`src/rtl/pixel_dither_pack_pkg.sv`:
```
// Shared pixel-output types and constants: PSX ordered-dither matrix, 16-bit VRAM pixel
// layout and default address widths used by the dither/pack stage.
package pixel_dither_pack_pkg;

    localparam int XW_DEF  = 10;
    localparam int YW_DEF  = 9;
    localparam int WADDR_W = XW_DEF - 1 + YW_DEF;

    // Indexed [y[1:0]][x[1:0]]
    localparam logic signed [3:0] DITHER [4][4] = '{
        '{-4'sd4,  4'sd0, -4'sd3,  4'sd1},
        '{ 4'sd2, -4'sd2,  4'sd3, -4'sd1},
        '{-4'sd3,  4'sd1, -4'sd4,  4'sd0},
        '{ 4'sd3, -4'sd1,  4'sd2, -4'sd2}
    };

    typedef struct packed {
        logic       mask;
        logic [4:0] b;
        logic [4:0] g;
        logic [4:0] r;
    } pix16_t;

    typedef enum logic {
        ST_EMPTY = 1'b0,
        ST_HOLD  = 1'b1
    } hold_state_e;

endpackage

```
`src/rtl/pixel_dither_pack_clamp.sv`:
```
// One colour channel: optional signed dither offset, clamp to 0..255, reduce to 5 bits.
// Purely combinational.
module dither_clamp5 (
    input  logic [7:0]        i_c,
    input  logic signed [3:0] i_d,
    input  logic              i_en,
    output logic [4:0]        o_c5
);

    logic [9:0] sum;
    logic       unused_lo;

    // Range is -4..258, so bit 9 flags underflow and bit 8 flags overflow
    assign sum       = {2'b00, i_c} + (i_en ? {{6{i_d[3]}}, i_d} : 10'd0);
    assign o_c5      = sum[9] ? 5'd0 : (sum[8] ? 5'd31 : sum[7:3]);
    assign unused_lo = ^sum[2:0];

endmodule

```
`src/rtl/pixel_dither_pack.sv`:
```
// Dither/clamp to 15-bit colour plus mask, pair horizontally adjacent pixels of one
// VRAM word into a single halfword-selected 32-bit write towards the VRAM arbiter.
module pixel_dither_pack
    import pixel_dither_pack_pkg::*;
#(
    parameter int XW       = XW_DEF,
    parameter int YW       = YW_DEF,
    parameter int MERGE_EN = 1
) (
    input  logic              clk,
    input  logic              i_rst,
    input  logic              i_valid,
    output logic              o_ready,
    input  logic [7:0]        i_r,
    input  logic [7:0]        i_g,
    input  logic [7:0]        i_b,
    input  logic              i_stp,
    input  logic [XW-1:0]     i_x,
    input  logic [YW-1:0]     i_y,
    input  logic              i_dither,
    input  logic              i_forceMask,
    input  logic              i_flush,
    output logic              o_wvalid,
    input  logic              i_wready,
    output logic [XW-2+YW:0]  o_waddr,
    output logic [31:0]       o_wdata,
    output logic [1:0]        o_wsel,
    output logic              o_idle
);

    localparam int AW = XW - 1 + YW;

    logic signed [3:0] dith;
    logic [4:0]        r5, g5, b5;
    pix16_t            pix_in;
    logic              in_fire;

    logic st1_vld_q, st1_vld_d, st1_half_q, st1_half_d;
    pix16_t st1_pix_q, st1_pix_d;
    logic [AW-1:0] st1_addr_q, st1_addr_d;
    logic [31:0] st1_wdata;
    logic [1:0]  st1_wsel;

    hold_state_e state_q, state_d;
    logic [AW-1:0] hold_addr_q, hold_addr_d;
    logic [31:0]   hold_wdata_q, hold_wdata_d;
    logic [1:0]    hold_wsel_q, hold_wsel_d;

    logic          wvalid_q, wvalid_d;
    logic [AW-1:0] waddr_q, waddr_d;
    logic [31:0]   wdata_q, wdata_d;
    logic [1:0]    wsel_q, wsel_d;

    logic          out_free, pair_hit, st1_adv, hold_load, out_load;
    logic [AW-1:0] out_addr_n;
    logic [31:0]   out_wdata_n;
    logic [1:0]    out_wsel_n;

    assign dith = DITHER[i_y[1:0]][i_x[1:0]];

    dither_clamp5 u_r (.i_c(i_r), .i_d(dith), .i_en(i_dither), .o_c5(r5));
    dither_clamp5 u_g (.i_c(i_g), .i_d(dith), .i_en(i_dither), .o_c5(g5));
    dither_clamp5 u_b (.i_c(i_b), .i_d(dith), .i_en(i_dither), .o_c5(b5));

    assign pix_in    = '{mask: i_forceMask | i_stp, b: b5, g: g5, r: r5};
    assign o_ready   = !st1_vld_q | st1_adv;
    assign in_fire   = i_valid & o_ready;
    assign out_free  = !wvalid_q | i_wready;
    assign st1_wdata = st1_half_q ? {st1_pix_q, 16'h0000} : {16'h0000, st1_pix_q};
    assign st1_wsel  = st1_half_q ? 2'b10 : 2'b01;
    assign pair_hit  = st1_vld_q && (hold_addr_q == st1_addr_q) && (hold_wsel_q[1] != st1_half_q);

    always_ff @(posedge clk) begin
        if (i_rst) begin
            state_q      <= ST_EMPTY;
            st1_vld_q    <= 1'b0;
            st1_half_q   <= 1'b0;
            st1_pix_q    <= '0;
            st1_addr_q   <= '0;
            hold_addr_q  <= '0;
            hold_wdata_q <= '0;
            hold_wsel_q  <= '0;
            wvalid_q     <= 1'b0;
            waddr_q      <= '0;
            wdata_q      <= '0;
            wsel_q       <= '0;
        end else begin
            state_q      <= state_d;
            st1_vld_q    <= st1_vld_d;
            st1_half_q   <= st1_half_d;
            st1_pix_q    <= st1_pix_d;
            st1_addr_q   <= st1_addr_d;
            hold_addr_q  <= hold_addr_d;
            hold_wdata_q <= hold_wdata_d;
            hold_wsel_q  <= hold_wsel_d;
            wvalid_q     <= wvalid_d;
            waddr_q      <= waddr_d;
            wdata_q      <= wdata_d;
            wsel_q       <= wsel_d;
        end
    end

    always_comb begin
        state_d = state_q;
        if (MERGE_EN != 0) begin
            case (state_q)
                ST_EMPTY: if (st1_vld_q) state_d = ST_HOLD;
                ST_HOLD: begin
                    if (out_free && pair_hit)                 state_d = ST_EMPTY;
                    else if (out_free && !st1_vld_q && i_flush) state_d = ST_EMPTY;
                end
                default: state_d = ST_EMPTY;
            endcase
        end
    end

    // Holder is only ever emitted when the output register can take it, which is what
    // keeps write order intact under back-pressure.
    always_comb begin
        st1_adv     = 1'b0;
        hold_load   = 1'b0;
        out_load    = 1'b0;
        out_addr_n  = st1_addr_q;
        out_wdata_n = st1_wdata;
        out_wsel_n  = st1_wsel;
        if (MERGE_EN == 0) begin
            if (st1_vld_q && out_free) begin
                st1_adv  = 1'b1;
                out_load = 1'b1;
            end
        end else begin
            case (state_q)
                ST_EMPTY: begin
                    if (st1_vld_q) begin
                        st1_adv   = 1'b1;
                        hold_load = 1'b1;
                    end
                end
                ST_HOLD: begin
                    out_addr_n  = hold_addr_q;
                    out_wdata_n = hold_wdata_q;
                    out_wsel_n  = hold_wsel_q;
                    if (st1_vld_q && out_free) begin
                        st1_adv  = 1'b1;
                        out_load = 1'b1;
                        if (pair_hit) begin
                            out_wdata_n = hold_wdata_q | st1_wdata;
                            out_wsel_n  = 2'b11;
                        end else begin
                            hold_load = 1'b1;
                        end
                    end else if (!st1_vld_q && i_flush && out_free) begin
                        out_load = 1'b1;
                    end
                end
                default: ;
            endcase
        end
    end

    always_comb begin
        st1_vld_d    = st1_vld_q & !st1_adv;
        st1_half_d   = st1_half_q;
        st1_pix_d    = st1_pix_q;
        st1_addr_d   = st1_addr_q;
        if (in_fire) begin
            st1_vld_d  = 1'b1;
            st1_half_d = i_x[0];
            st1_pix_d  = pix_in;
            st1_addr_d = {i_y, i_x[XW-1:1]};
        end
        hold_addr_d  = hold_load ? st1_addr_q : hold_addr_q;
        hold_wdata_d = hold_load ? st1_wdata  : hold_wdata_q;
        hold_wsel_d  = hold_load ? st1_wsel   : hold_wsel_q;
        wvalid_d     = out_load | (wvalid_q & !i_wready);
        waddr_d      = out_load ? out_addr_n  : waddr_q;
        wdata_d      = out_load ? out_wdata_n : wdata_q;
        wsel_d       = out_load ? out_wsel_n  : wsel_q;
    end

    assign o_wvalid = wvalid_q;
    assign o_waddr  = waddr_q;
    assign o_wdata  = wdata_q;
    assign o_wsel   = wsel_q;
    assign o_idle   = !st1_vld_q && (state_q == ST_EMPTY) && !wvalid_q;

endmodule

```
`config.mk`:
```
export PLATFORM = sky130hd
export DESIGN_NAME = pixel_dither_pack
export DESIGN_NICKNAME = d
export VERILOG_FILES = /design/src/rtl/pixel_dither_pack_pkg.sv /design/src/rtl/pixel_dither_pack_clamp.sv /design/src/rtl/pixel_dither_pack.sv
export SDC_FILE = /design/constraint.sdc
export NUM_CORES = 1
export LEC_CHECK = 0
export BUFFER_PORTS_ARGS = -buffer_cell sky130_fd_sc_hd__buf_2
export CAP_MARGIN = 10
export CORE_MARGIN = 10
export CORE_UTILIZATION = 45
export CTS_BUF_LIST = sky130_fd_sc_hd__clkbuf_16
export DETAILED_ROUTE_END_ITERATION = 12
export PLACE_DENSITY = 0.69
export REMOVE_ABC_BUFFERS = 1
export SKIP_CTS_REPAIR_TIMING = 1
export SYNTH_ARGS = -nofsm -noshare
export SYNTH_HDL_FRONTEND = slang
export SYNTH_HIERARCHICAL = 1
export SYNTH_SLANG_ARGS = --single-unit
```
`constraint.sdc`:
```
create_clock -name clk -period 5.2 [get_ports clk]
set_input_delay 1.04 -clock clk [delete_from_list [all_inputs] [get_ports clk]]
set_output_delay 1.04 -clock clk [all_outputs]
set_load 0.005 [all_outputs]
```
# Yosys cells after proc, flatten, opt, wreduce, memory -nomap -nowiden
# Index checks and enable logic that the tools add are counted.
[totals]
regBits = 142
out_inout_bits = 55
[op_classes]
n_addsub = 3
n_lt_le_gt_ge = 2
eq_ne = 2
muxes = 35
bitwise = 11
reduce_logical = 14
[ops]
columns = ["operator", "count"]
rows = [
  ["32-bit two-way mux", 4],
  ["16-bit binary-select mux with 2-bit select", 1],
  ["16-bit two-way mux", 2],
  ["32-bit OR", 1],
  ["8-bit by 10-bit adder with 10-bit output", 3],
  ["5-bit two-way mux", 6],
  ["18-bit equality test", 1],
  ["18-bit two-way mux", 1],
  ["1-bit logical AND", 10],
  ["1-bit two-way mux", 10],
  ["10-bit two-way mux", 1],
  ["4-bit binary-select mux with 2-bit select", 1],
  ["2-bit two-way mux", 4],
  ["4-bit two-way mux", 2],
  ["3-bit greater-or-equal comparator (second input constant)", 2],
  ["2-bit NOT with 3-bit output", 2],
  ["1-bit case mux with 2 select lines", 3],
  ["1-bit zero test", 4],
  ["1-bit OR", 4],
  ["1-bit AND", 3],
  ["1-bit != test", 1],
  ["1-bit NOT", 1],
]

# Longest topological paths before layout
[depth]
ltp_word = 11
ltp_mapped = 10
mapped_depth_nobuf = 10

# By module
# The synthesis kept the hierarchy.
[by_module_without_submodules]
columns = ["mod", "instances", "cells_per_inst", "area_each_um2"]
rows = [
  ["pixel_dither_pack", 1, 815, 6607.6],
  ["dither_clamp5", 3, 52, 384.1],
]

# Least setup slack after synthesis
# OpenSTA, ideal clock, no wires.
[synth_path]
kind = "input-to-reg"
startpoint = "in i_x[0]"
endpoint = "reg st1_pix_q[2] in the netlist's numbering"
setup_time_ns = 0.070
arrival_ns = 2.812
required_ns = 5.130
setup_slack_ns = 2.317
stages = 10
n_path_buf = 0
path_cell_list = "xnor2_1 -> and2_1 -> ha_1 -> nor2_1 -> a21o_1 -> nor3_2 -> a32o_1 -> nor3b_2 -> nand2_1 -> a21oi_1"
[synth_lines]
columns = ["element", "line_no", "source"]
rows = [
  ["from (decl)", "pixel_dither_pack.sv:18", "input logic [XW-1:0] i_x,"],
  ["to (signal assigned)", "pixel_dither_pack.sv:91", "st1_pix_q <= st1_pix_d;"],
  ["to (decl)", "pixel_dither_pack.sv:39", "pix16_t st1_pix_q, st1_pix_d;"],
]

# Worst setup path in the final report
[layout_path]
startpoint = "in i_wready"
endpoint = "out o_ready"
[layout_between]
elab_chain_cells = 5
[layout_rtl]
columns = ["element", "line_no", "source"]
rows = [
  ["from (decl)", "pixel_dither_pack.sv:24", "input logic i_wready,"],
  ["1-bit OR", "pixel_dither_pack.sv:68", "assign out_free = !wvalid_q | i_wready;"],
  ["1-bit logical AND", "pixel_dither_pack.sv:143", "if (st1_vld_q && out_free) begin"],
  ["1-bit two-way mux", "pixel_dither_pack.sv:143", ""],
  ["1-bit case mux with 2 select lines", "pixel_dither_pack.sv:132", "case (state_q)"],
  ["1-bit OR", "pixel_dither_pack.sv:66", "assign o_ready = !st1_vld_q | st1_adv;"],
  ["to (decl)", "pixel_dither_pack.sv:13", "output logic o_ready,"],
]
# No other way between the ends.

==> run metrics <==
status complete, no violations; clk sinks 142; core area 0.01676 mm2; Final Cell Area 0.008825 mm2; Final ANT Viol Nets 0; share of power burned in registers 47.1%; period utilisation layout 63.14%; Post-Syn Instances 971; later-pin clock latency in the skew report 430 ps; power consumption 2.495 mW; vias 7376; RSZ-0062 raised after global routing no; post-synth cell types 57; Avg Synthesized Cell Area 7.992 um2; Crit-path slowest cell nor2b_1; Cells after DPL 1223; CTS tree yes; Sw Pwr 675.9 uW; layout cells sized above 1 17.83%; Clock transition at path regs 50 ps; Die Ht 151.3 um; Worst IR Drop VDD 0.2452 mV; largest net degree at the start of global routing 84; row count 47; CTS Buffer Depth 2; Crit path arrival time 2240 ps; Layout Skew 6.611 ps; wire per inst 17.47 um; worst hold path class flip-flop to flip-flop; Post-Place Cell Area 0.008343 mm2; P per Cell Area 282.8 mW/mm2; sw frac 27.09%; DRT iter0 DRCs 656; CP peak stage delay 640 ps; critical path peak fanout 7; slew margin rel. 19.40%; Cell Chain, Critical Path buf_2 -> nor2b_1 -> nand3_1 -> buf_2; synth warn 6; # fillers 1627; Final Hold Fails 0; DIE WIDTH 151.3 um; MaxCap Viol Count 0; GRT overflow 0; minimum clock period 3283 ps; CTS root buf clkbuf_16; Top cell by count, worst path buf_2; f_max 0.3046 GHz; Initial Util 46.30%; Internal 1.819 mW; Critical Path End Type output port; Synth Register Bits 142; CTS Buf Count 17; number of global-route vias before repair 6743; P_leak 3.822 nW; Comb pwr share 12.8%; NumNets Final 1080; n_diodes 0; aggregate global-route resource usage 19.11%; io pins 106; DP HPWL 14.02 mm; Seq/Total Area, Yosys 36.63%; clock share of power 40.1%; Top FF cell, synth dfxtp_1; Residual DRC 0; Worst-Margin Slew 1209 ps; crit path launch type input pin; DRT Wirelength 21.87 mm; endpoints failing setup 0; WS Path Type input pin to output port; initial antenna violation count 0; drt first pass iters 5; H-tree depth 4; Area Growth Syn to Fin 13.72%; Async SR Flop Fraction 0%; number of flops mapped to enable cells by yosys 0; fin util 52.65%; max-slew violations 0; I/O Buffers 105; first-pass GRT wire length 35.91 mm; via/cell ratio 5.891; GP Congestion 0.9017; CP required 4160 ps; Post-Syn Area 0.007760 mm2; final cell count without fillers 1252; Die Area 0.02290 mm2
## power by group through the flow
stage,Sequential (mW),Clock [mW],Combinational [mW]
detailed placement,1.20,0,0.317
global placement,1.20,0,0.316
CTS,1.17,1.02,0.319
finish,1.18,1.00,0.320
floorplan,1.18,0,0.193
global route,1.18,1.06,0.357
## layer usage
metal	global-route usage (%)	vias up	part of all wire, %
met5	0	-	0
met4	6.689	0	1.5
met3	4.236	22	6.5
met2	28.72	192	46
met1	26.30	3516	46
li1	-	3646	-
## worst max-delay path, delay by kind of cell
kind,cells,cell delay [ps]
buf+inv,2,320
simple gates,2,880
## registers in the layout, summed over array words and instances (netlist names), 2 cells and up
signal,flops
o_wdata,32
hold_wsel_q,2
hold_addr_q,18
o_wsel,2
hold_wdata_q,32
o_waddr,18
st1_addr_q,18
st1_pix_q,16
## cell usage after synthesis (all sizes together) (7+ instances only)
| cell type | instances | area [um2] |
|---|---|---|
| a211oi | 11 | 97.60 |
| a21oi | 116 | 591.8 |
| a221o | 32 | 320.3 |
| a41o | 31 | 310.3 |
| and2 | 9 | 56.30 |
| and3 | 22 | 137.6 |
| buf | 25 | 178.9 |
| clkbuf | 65 | 247.7 |
| dfxtp | 142 | 2843 |
| nand2 | 230 | 870.8 |
| nand3 | 37 | 185.2 |
| nand3b | 52 | 390.4 |
| nand4 | 7 | 62.56 |
| nor2 | 29 | 123.9 |
| nor3 | 24 | 135.1 |
| nor4 | 10 | 107.6 |
| o221ai | 18 | 157.7 |
| or4 | 19 | 146.4 |
| xor2 | 19 | 166.4 |
## final timing paths
check / endpoint / from / slack, ps / cells past startpoint
max: o_ready / i_wready / 1920 / 4
min: o_waddr[17]$_SDFFE_PP0P_ / o_waddr[17]$_SDFFE_PP0P_ / 450 / 2
max reg2reg: o_wdata[27]$_SDFFE_PP0P_ / hold_addr_q[15]$_SDFFE_PP0P_ / 1990 / 6
min reg2reg: o_waddr[17]$_SDFFE_PP0P_ / o_waddr[17]$_SDFFE_PP0P_ / 450 / 2
## through the flow
step                      setup slack, ps  hold WS [ps]  TNS [ps]
after floorplan                    -625.8         446.7    -30050
after global placement               1739         440.9         0
after detailed placement             1653         443.6         0
after CTS                            1913         451.1         0
after global routing                 1766         462.9         0
final                                1917         451.0         0
## area by class of cell
cell class	instances	area, um2	share of cell area (%)
Multi-Input combinational cell	734	4551	51.57
Sequential cell	142	2843	32.21
Timing Repair Buffer	123	669.4	7.585
Clock buffer	17	425.4	4.821
Tap cell	220	275.3	3.119
Clock inverter	11	42.54	0.4821
Inverter	5	18.77	0.2127
## cell families after synthesis
| logic type | Yosys count | share of synthesized area (%) |
|---|---|---|
| DFF | 142 | 36.63 |
| AOI/OAI and AO/OA | 243 | 22.78 |
| and+or+nand+nor | 455 | 30.34 |
| buffers and inverters | 95 | 5.740 |
| muxes | 6 | 0.8223 |
| xor gates and xnor gates | 24 | 2.709 |
| adders and majority gates | 6 | 0.9674 |
## layout by cell type, fill, tap and decap left out, types with 4 or more instances in the layout
cell type  Yosys  layout
nand2_1      227     227
xnor2_1        5       5
inv_1          5      10
clkbuf_16      0      17
buf_4          0      18
a221o_1       32      32
a31oi_1        5       4
nand3b_1      52      52
and3_1        22      22
ha_1           6       6
a211oi_1       8       7
nor2b_1        5       5
or4_1         18      18
nor3_2         3       6
nand4_1        4       4
buf_2         14     104
o221ai_1      18      18
a21oi_1      113     113
dfxtp_1      142     142
nor4_1         7       7
nand3_1       37      37
xor2_1        19      19
clkinv_1       0       5
a41o_1        31      31
nor2_1        25      24
a211oi_2       3       4
nor3_1        21      18
and2_1         9       9
Power figures use the tool's default switching activity.
